--- config.mk ---
export PLATFORM = sky130hd
export DESIGN_NAME = shift_mix_columns
export DESIGN_NICKNAME = d
export VERILOG_FILES = /design/src/rtl/shift_mix_columns.sv
export SDC_FILE = /design/constraint.sdc
export NUM_CORES = 1
export LEC_CHECK = 0
export ABC_CLOCK_PERIOD_IN_PS = 2000
export CELL_PAD_IN_SITES_DETAIL_PLACEMENT = 0
export CELL_PAD_IN_SITES_GLOBAL_PLACEMENT = 1
export CORE_ASPECT_RATIO = 0.75
export CORE_MARGIN = 2
export CORE_UTILIZATION = 25
export DETAILED_ROUTE_END_ITERATION = 10
export PLACE_DENSITY_LB_ADDON = 0.08
export REMOVE_ABC_BUFFERS = 1
export SLEW_MARGIN = 20
export SYNTH_ARGS = -nofsm -noshare
export SYNTH_HDL_FRONTEND = slang
export SYNTH_SLANG_ARGS = --single-unit
--- constraint.sdc ---
create_clock -name clk -period 2 [get_ports clk]
set_input_delay 0.2 -clock clk [delete_from_list [all_inputs] [get_ports clk]]
set_output_delay 0.2 -clock clk [all_outputs]
set_load 0.03 [all_outputs]
--- src/rtl/shift_mix_columns.sv ---
// shift_mix_columns: AES ShiftRows then MixColumns (MixColumns skipped for final-round blocks).
// Latency: 2 cycles; stage 1 registers ShiftRows, stage 2 registers MixColumns.
// Backpressure: valid/ready; holds up to 2 blocks, ready_out follows ready_in once both stages are full.
module shift_mix_columns #(
   parameter int TAG_W         = 4,
   parameter bit LAST_ROUND_EN = 1'b1
) (
   input  logic               clk,
   input  logic               reset,
   input  logic [127:0]       state_in,
   input  logic               shiftmix_valid_in,
   output logic               shiftmix_ready_out,
   input  logic               last_round_in,
   input  logic [TAG_W-1:0]   tag_in,
   output logic [127:0]       state_out,
   output logic               shiftmix_valid_out,
   input  logic               shiftmix_ready_in,
   output logic               last_round_out,
   output logic [TAG_W-1:0]   tag_out
);

   // Multiply by x in GF(2^8) modulo x^8+x^4+x^3+x+1.
   function automatic logic [7:0] xtime(input logic [7:0] x);
      return {x[6:0], 1'b0} ^ (x[7] ? 8'h1B : 8'h00);
   endfunction

   // Byte k sits at row k%4, column k/4; row r rotates left by r columns.
   function automatic logic [127:0] shift_rows(input logic [127:0] s);
      logic [127:0] o;
      o = '0;
      for (int k = 0; k < 16; k++) begin
         o[127-8*k -: 8] = s[127-8*(4*(((k/4)+(k%4))%4)+(k%4)) -: 8];
      end
      return o;
   endfunction

   // One column, row 0 in the most significant byte.
   function automatic logic [31:0] mix_column(input logic [31:0] col);
      logic [7:0] a0, a1, a2, a3;
      logic [7:0] b0, b1, b2, b3;
      a0 = col[31:24];
      a1 = col[23:16];
      a2 = col[15:8];
      a3 = col[7:0];
      b0 = xtime(a0) ^ (xtime(a1) ^ a1) ^ a2 ^ a3;
      b1 = a0 ^ xtime(a1) ^ (xtime(a2) ^ a2) ^ a3;
      b2 = a0 ^ a1 ^ xtime(a2) ^ (xtime(a3) ^ a3);
      b3 = (xtime(a0) ^ a0) ^ a1 ^ a2 ^ xtime(a3);
      return {b0, b1, b2, b3};
   endfunction

   function automatic logic [127:0] mix_columns(input logic [127:0] s);
      logic [127:0] o;
      o = '0;
      for (int c = 0; c < 4; c++) begin
         o[127-32*c -: 32] = mix_column(s[127-32*c -: 32]);
      end
      return o;
   endfunction

   logic               s1_valid_q, s1_valid_d;
   logic [127:0]       s1_data_q, s1_data_d;
   logic               s1_last_q, s1_last_d;
   logic [TAG_W-1:0]   s1_tag_q, s1_tag_d;
   logic               s2_valid_q, s2_valid_d;
   logic [127:0]       s2_data_q, s2_data_d;
   logic               s2_last_q, s2_last_d;
   logic [TAG_W-1:0]   s2_tag_q, s2_tag_d;

   logic               adv2;
   logic               in_xfer;
   logic [127:0]       s2_func;

   // Handshake: s1 moves on when s2 is empty or draining; input accepted when s1 is empty or moving.
   always_comb begin
      adv2               = s1_valid_q & (~s2_valid_q | shiftmix_ready_in);
      shiftmix_ready_out = ~s1_valid_q | adv2;
      in_xfer            = shiftmix_valid_in & shiftmix_ready_out;
      s2_func            = (LAST_ROUND_EN && s1_last_q) ? s1_data_q : mix_columns(s1_data_q);
   end

   // Next-state for both stages; data registers only change on a load.
   always_comb begin
      s1_valid_d = s1_valid_q;
      s1_data_d  = s1_data_q;
      s1_last_d  = s1_last_q;
      s1_tag_d   = s1_tag_q;
      s2_valid_d = s2_valid_q;
      s2_data_d  = s2_data_q;
      s2_last_d  = s2_last_q;
      s2_tag_d   = s2_tag_q;
      if (in_xfer) begin
         s1_valid_d = 1'b1;
         s1_data_d  = shift_rows(state_in);
         s1_last_d  = last_round_in;
         s1_tag_d   = tag_in;
      end else if (adv2) begin
         s1_valid_d = 1'b0;
      end
      if (adv2) begin
         s2_valid_d = 1'b1;
         s2_data_d  = s2_func;
         s2_last_d  = s1_last_q;
         s2_tag_d   = s1_tag_q;
      end else if (shiftmix_ready_in) begin
         s2_valid_d = 1'b0;
      end
   end

   // Pipeline registers; reset discards in-flight blocks and clears the data.
   always_ff @(posedge clk) begin
      if (reset) begin
         s1_valid_q <= 1'b0;
         s1_data_q  <= '0;
         s1_last_q  <= 1'b0;
         s1_tag_q   <= '0;
         s2_valid_q <= 1'b0;
         s2_data_q  <= '0;
         s2_last_q  <= 1'b0;
         s2_tag_q   <= '0;
      end else begin
         s1_valid_q <= s1_valid_d;
         s1_data_q  <= s1_data_d;
         s1_last_q  <= s1_last_d;
         s1_tag_q   <= s1_tag_d;
         s2_valid_q <= s2_valid_d;
         s2_data_q  <= s2_data_d;
         s2_last_q  <= s2_last_d;
         s2_tag_q   <= s2_tag_d;
      end
   end

   assign state_out          = s2_data_q;
   assign shiftmix_valid_out = s2_valid_q;
   assign last_round_out     = s2_last_q;
   assign tag_out            = s2_tag_q;

endmodule

==> insert_results.sql <==
INSERT INTO impl_metrics (metric_group, metric, value, unit) VALUES
('status', 'outcome', 'complete, no violations', ''),
('synth', 'ys_ff_latch', '268', ''),
('sta', 'clock-skew-final', '0.0143', 'ns'),
('floorplanning', 'die-height', '217', 'microns'),
('route', 'detail_route.first_pass.iterations', '4', ''),
('placed_design', 'numPortBuffers', '271', ''),
('sta', 'slew_headroom', '60.3', '%'),
('route', 'ant_nets', '0', ''),
('power_and_ir_drop', 'pwr_density_cell', '854', 'nW/um^2'),
('route', 'totalWireLength', '52.0', 'mm'),
('setup_path', 'timing.critical_path.cells', 'clkdlybuf4s50_1', ''),
('cts', 'cts_tree', 'built', ''),
('sta', 'rsz0062_at_grt', 'no', ''),
('synth', 'synth-warning-count', '0', ''),
('route', 'post_drt_via_cell_ratio', '4.54', ''),
('flow_run', 'max-cap-violations', '0', ''),
('floorplanning', 'die-width', '288', 'microns'),
('placed_design', 'placed_cells', '2719', ''),
('layout', 'fin_cells', '2779', ''),
('setup_path', 'path_delay_family', 'buffers and inverters', ''),
('layout', 'final_util', '33.2', '%'),
('floorplanning', 'start_util', '25.1', '%'),
('cts', 'cts_max_level', '2', ''),
('sta', 'hold_viol', '0', ''),
('global_routing', 'global_route_wire_length_before_repair', '79.8', 'mm'),
('power_and_ir_drop', 'report.power.total', '17.0', 'mW'),
('synth', 'netlist-cell-type-count', '33', ''),
('sta', 'totalNegativeSetupSlack', '0', 'ns'),
('route', 'routed-via-count', '12600', ''),
('power_and_ir_drop', 'leakage', '7.05', 'nW'),
('layout', 'fill_cells', '6328', ''),
('setup_path', 'worst-path-buf-inv', '1', ''),
('setup_path', 'critical-path-max-stage-delay', '0.71', 'ns'),
('power_and_ir_drop', 'vdd_ir_drop_max', '0.000471', 'V'),
('setup_path', 'required', '1.80', 'ns'),
('placed_design', 'gp_congestion', '0.734', ''),
('cts', 'clk_path_buf_depth', '3', ''),
('floorplanning', 'core_area', '60100', 'sq um'),
('sta', 'final.min_clock_period', '1.89', 'ns'),
('setup_path', 'sort_of_element_at_the_end_of_the_critical_path', 'output pin', ''),
('setup_path', 'cp-start-kind', 'flop', ''),
('sta', 'max_freq', '530', 'MHz'),
('global_routing', 'grt_start_max_net_pins', '100', ''),
('placed_design', 'hpwl', '35.2', 'mm'),
('route', 'drt_drc_violations_left', '0', ''),
('layout', 'layout.cells.most_common_list', '364 x nand2_1, 269 x clkdlybuf4s50_1, 267 x dfxtp_1', ''),
('cts', 'cts_sinks', '268', ''),
('cts', 'clk_transition_reported_paths', '0.06', 'ns'),
('layout', 'sequential_cell_area', '5370', 'sq um'),
('sta', 'setup-violations-final', '0', ''),
('sta', 'final.period_utilization', '94.4', '%'),
('setup_path', 'crit_path_max_fanout', '3', ''),
('cts', 'cts-buffers-inserted', '34', ''),
('layout', 'num-nets-final', '2093', ''),
('cts', 'clkLatencyLatePin', '0.54', 'ns'),
('global_routing', 'globalRoute.totalOverflow', '0', ''),
('floorplanning', 'io_pins', '272', ''),
('synth', 'synth.cell_area', '15100', 'sq um'),
('layout', 'mostFrequentLayoutCell', 'nand2_1', ''),
('global_routing', 'grt_pass1_vias', '13000', ''),
('sta', 'tightest_slew', '0.592', 'ns'),
('sta', 'smallest_hold_slack', '0.208', 'ns'),
('worst_hold_path', 'hold_class', 'in2reg', ''),
('setup_path', 'criticalPathCategory', 'reg2out', ''),
('sta', 'slew_viol_final', '0', ''),
('layout', 'final_layout_size_suffix_gt1_share', '8.59', '%'),
('synth', 'synth_seq_area_share', '35.5', '%'),
('layout', 'area_growth_syn_to_layout', '31.9', '%'),
('synth', 'syn-mean-instance-area', '8.54', 'sq um'),
('route', 'first_iter_violations', '479', ''),
('floorplanning', 'die_area', '62500', 'sq um'),
('cts', 'ctsRootBufferMaster', 'clkbuf_16', ''),
('floorplanning', 'placementRows', '78', ''),
('setup_path', 'cp_data_arrival_time', '1.69', 'ns'),
('route', 'routedWlPerCell', '18.7', 'microns'),
('global_routing', 'global_route.usage.total', '16.5', '%'),
('synth', 'synthesis.instances', '1770', ''),
('global_routing', 'number_of_antenna_violations_at_the_first_check_in_global_routing', '1', ''),
('setup_path', 'critPathSlowestCell', 'clkdlybuf4s50_1', ''),
('cts', 'cts_setup_buffers', '0', ''),
('layout', 'multi_input_area', '8990', 'sq um');
-- power by group --
part	switching [mW]	internal [mW]	total, mW	leakage [nW]
Combinational	2.30	2.17	4.47	4.29
Clock	2.50	3.84	6.34	0.548
Sequential	0.503	5.72	6.22	2.20
-- area by class of cell --
| cell class | count | area share, % |
|---|---|---|
| inverter | 4 | 0.0816 |
| antenna | 1 | 0.0126 |
| multi-input combinational | 1321 | 45.1 |
| tap | 800 | 5.02 |
| sequential | 268 | 26.9 |
| clock buffer | 54 | 5.26 |
| clock inverter | 4 | 0.351 |
| timing repair buffer | 327 | 17.2 |
-- Yosys cell counts --
master,number,share of area [%]
a211oi_1,54,2.7
a211oi_2,1,0.083
a21oi_1,262,8.7
a221oi_1,30,1.7
a221oi_2,18,1.8
a31oi_1,20,0.83
and2_1,12,0.50
buf_1,15,0.37
buf_2,41,1.4
buf_4,4,0.20
buf_6,2,0.15
clkbuf_1,103,2.6
clkbuf_2,12,0.40
dfxtp_1,268,35
inv_1,4,0.099
mux2i_1,20,1.3
nand2_1,366,9.1
nand2b_1,1,0.041
nand3_1,20,0.66
nand3b_1,1,0.050
nor2_1,66,1.6
o211a_1,5,0.33
o211ai_1,5,0.25
o21ai_0,68,2.3
or3_1,20,0.83
or3b_1,1,0.058
xnor2_1,189,11
xnor2_2,33,3.6
xnor2_4,5,0.91
xnor3_1,39,5.8
xor2_1,79,4.6
xor2_2,4,0.43
xor3_1,2,0.31
-- state kept, by name, summed over array words and instances, names as in the netlist --
signal,cells
tag_out,4
state_out,128
s1_data_q,128
last_round_out,1
shiftmix_valid_out,1
s1_tag_q,4
s1_valid_q,1
s1_last_q,1
-- repair_timing --
action | in CTS | in global routing
gates resized for setup | 1 | 0
endpoints found under the hold margin | 4 | 0
hold buffers | 1 | 0
endpoints found under the setup margin | 1 | 0
-- per-layer routing --
metal / track usage, % / part of all wire, % / vias to the layer above / wire length [microns]
met5: 0 / 0 / - / 0
met4: 4.04 / 1.9 / 0 / 964
met3: 3.13 / 4.2 / 51 / 2210
met2: 25.9 / 45 / 217 / 23200
met1: 23.2 / 49 / 6010 / 25700
li1: - / - / 6330 / -
-- path summary, 6_finish.rpt --
check	start	end	slack, ns	depth (start not counted)
worst max-delay path	state_out[41]	state_out[41]	0.11	1
worst max register to register	s1_data_q[79]	state_out[73]	0.36	4
worst min-delay path	state_in[31]	s1_data_q[31]	0.21	3
worst min register to register	s1_tag_q[2]	tag_out[2]	0.46	2
-- per-stage QoR --
stage	setup slack (ns)	area, sq um
6_report	0.112	19900
5_1_grt	0.0416	19900
4_1_cts	0.0603	19900
3_5_place_dp	0.0447	18800
3_3_place_gp	0.0555	18800
2_1_floorplan	-3.91	14400
-- cell families after synthesis --
| family | count (synthesis) | synth area share [%] |
|---|---|---|
| DFF | 268 | 35.5 |
| buffers and inverters | 181 | 5.13 |
| muxes | 20 | 1.32 |
| and+or+nand+nor | 487 | 12.9 |
| AOI/OAI and AO/OA | 463 | 18.6 |
| xor gates and xnor gates | 351 | 26.6 |
(Power assumes the default switching activity.)
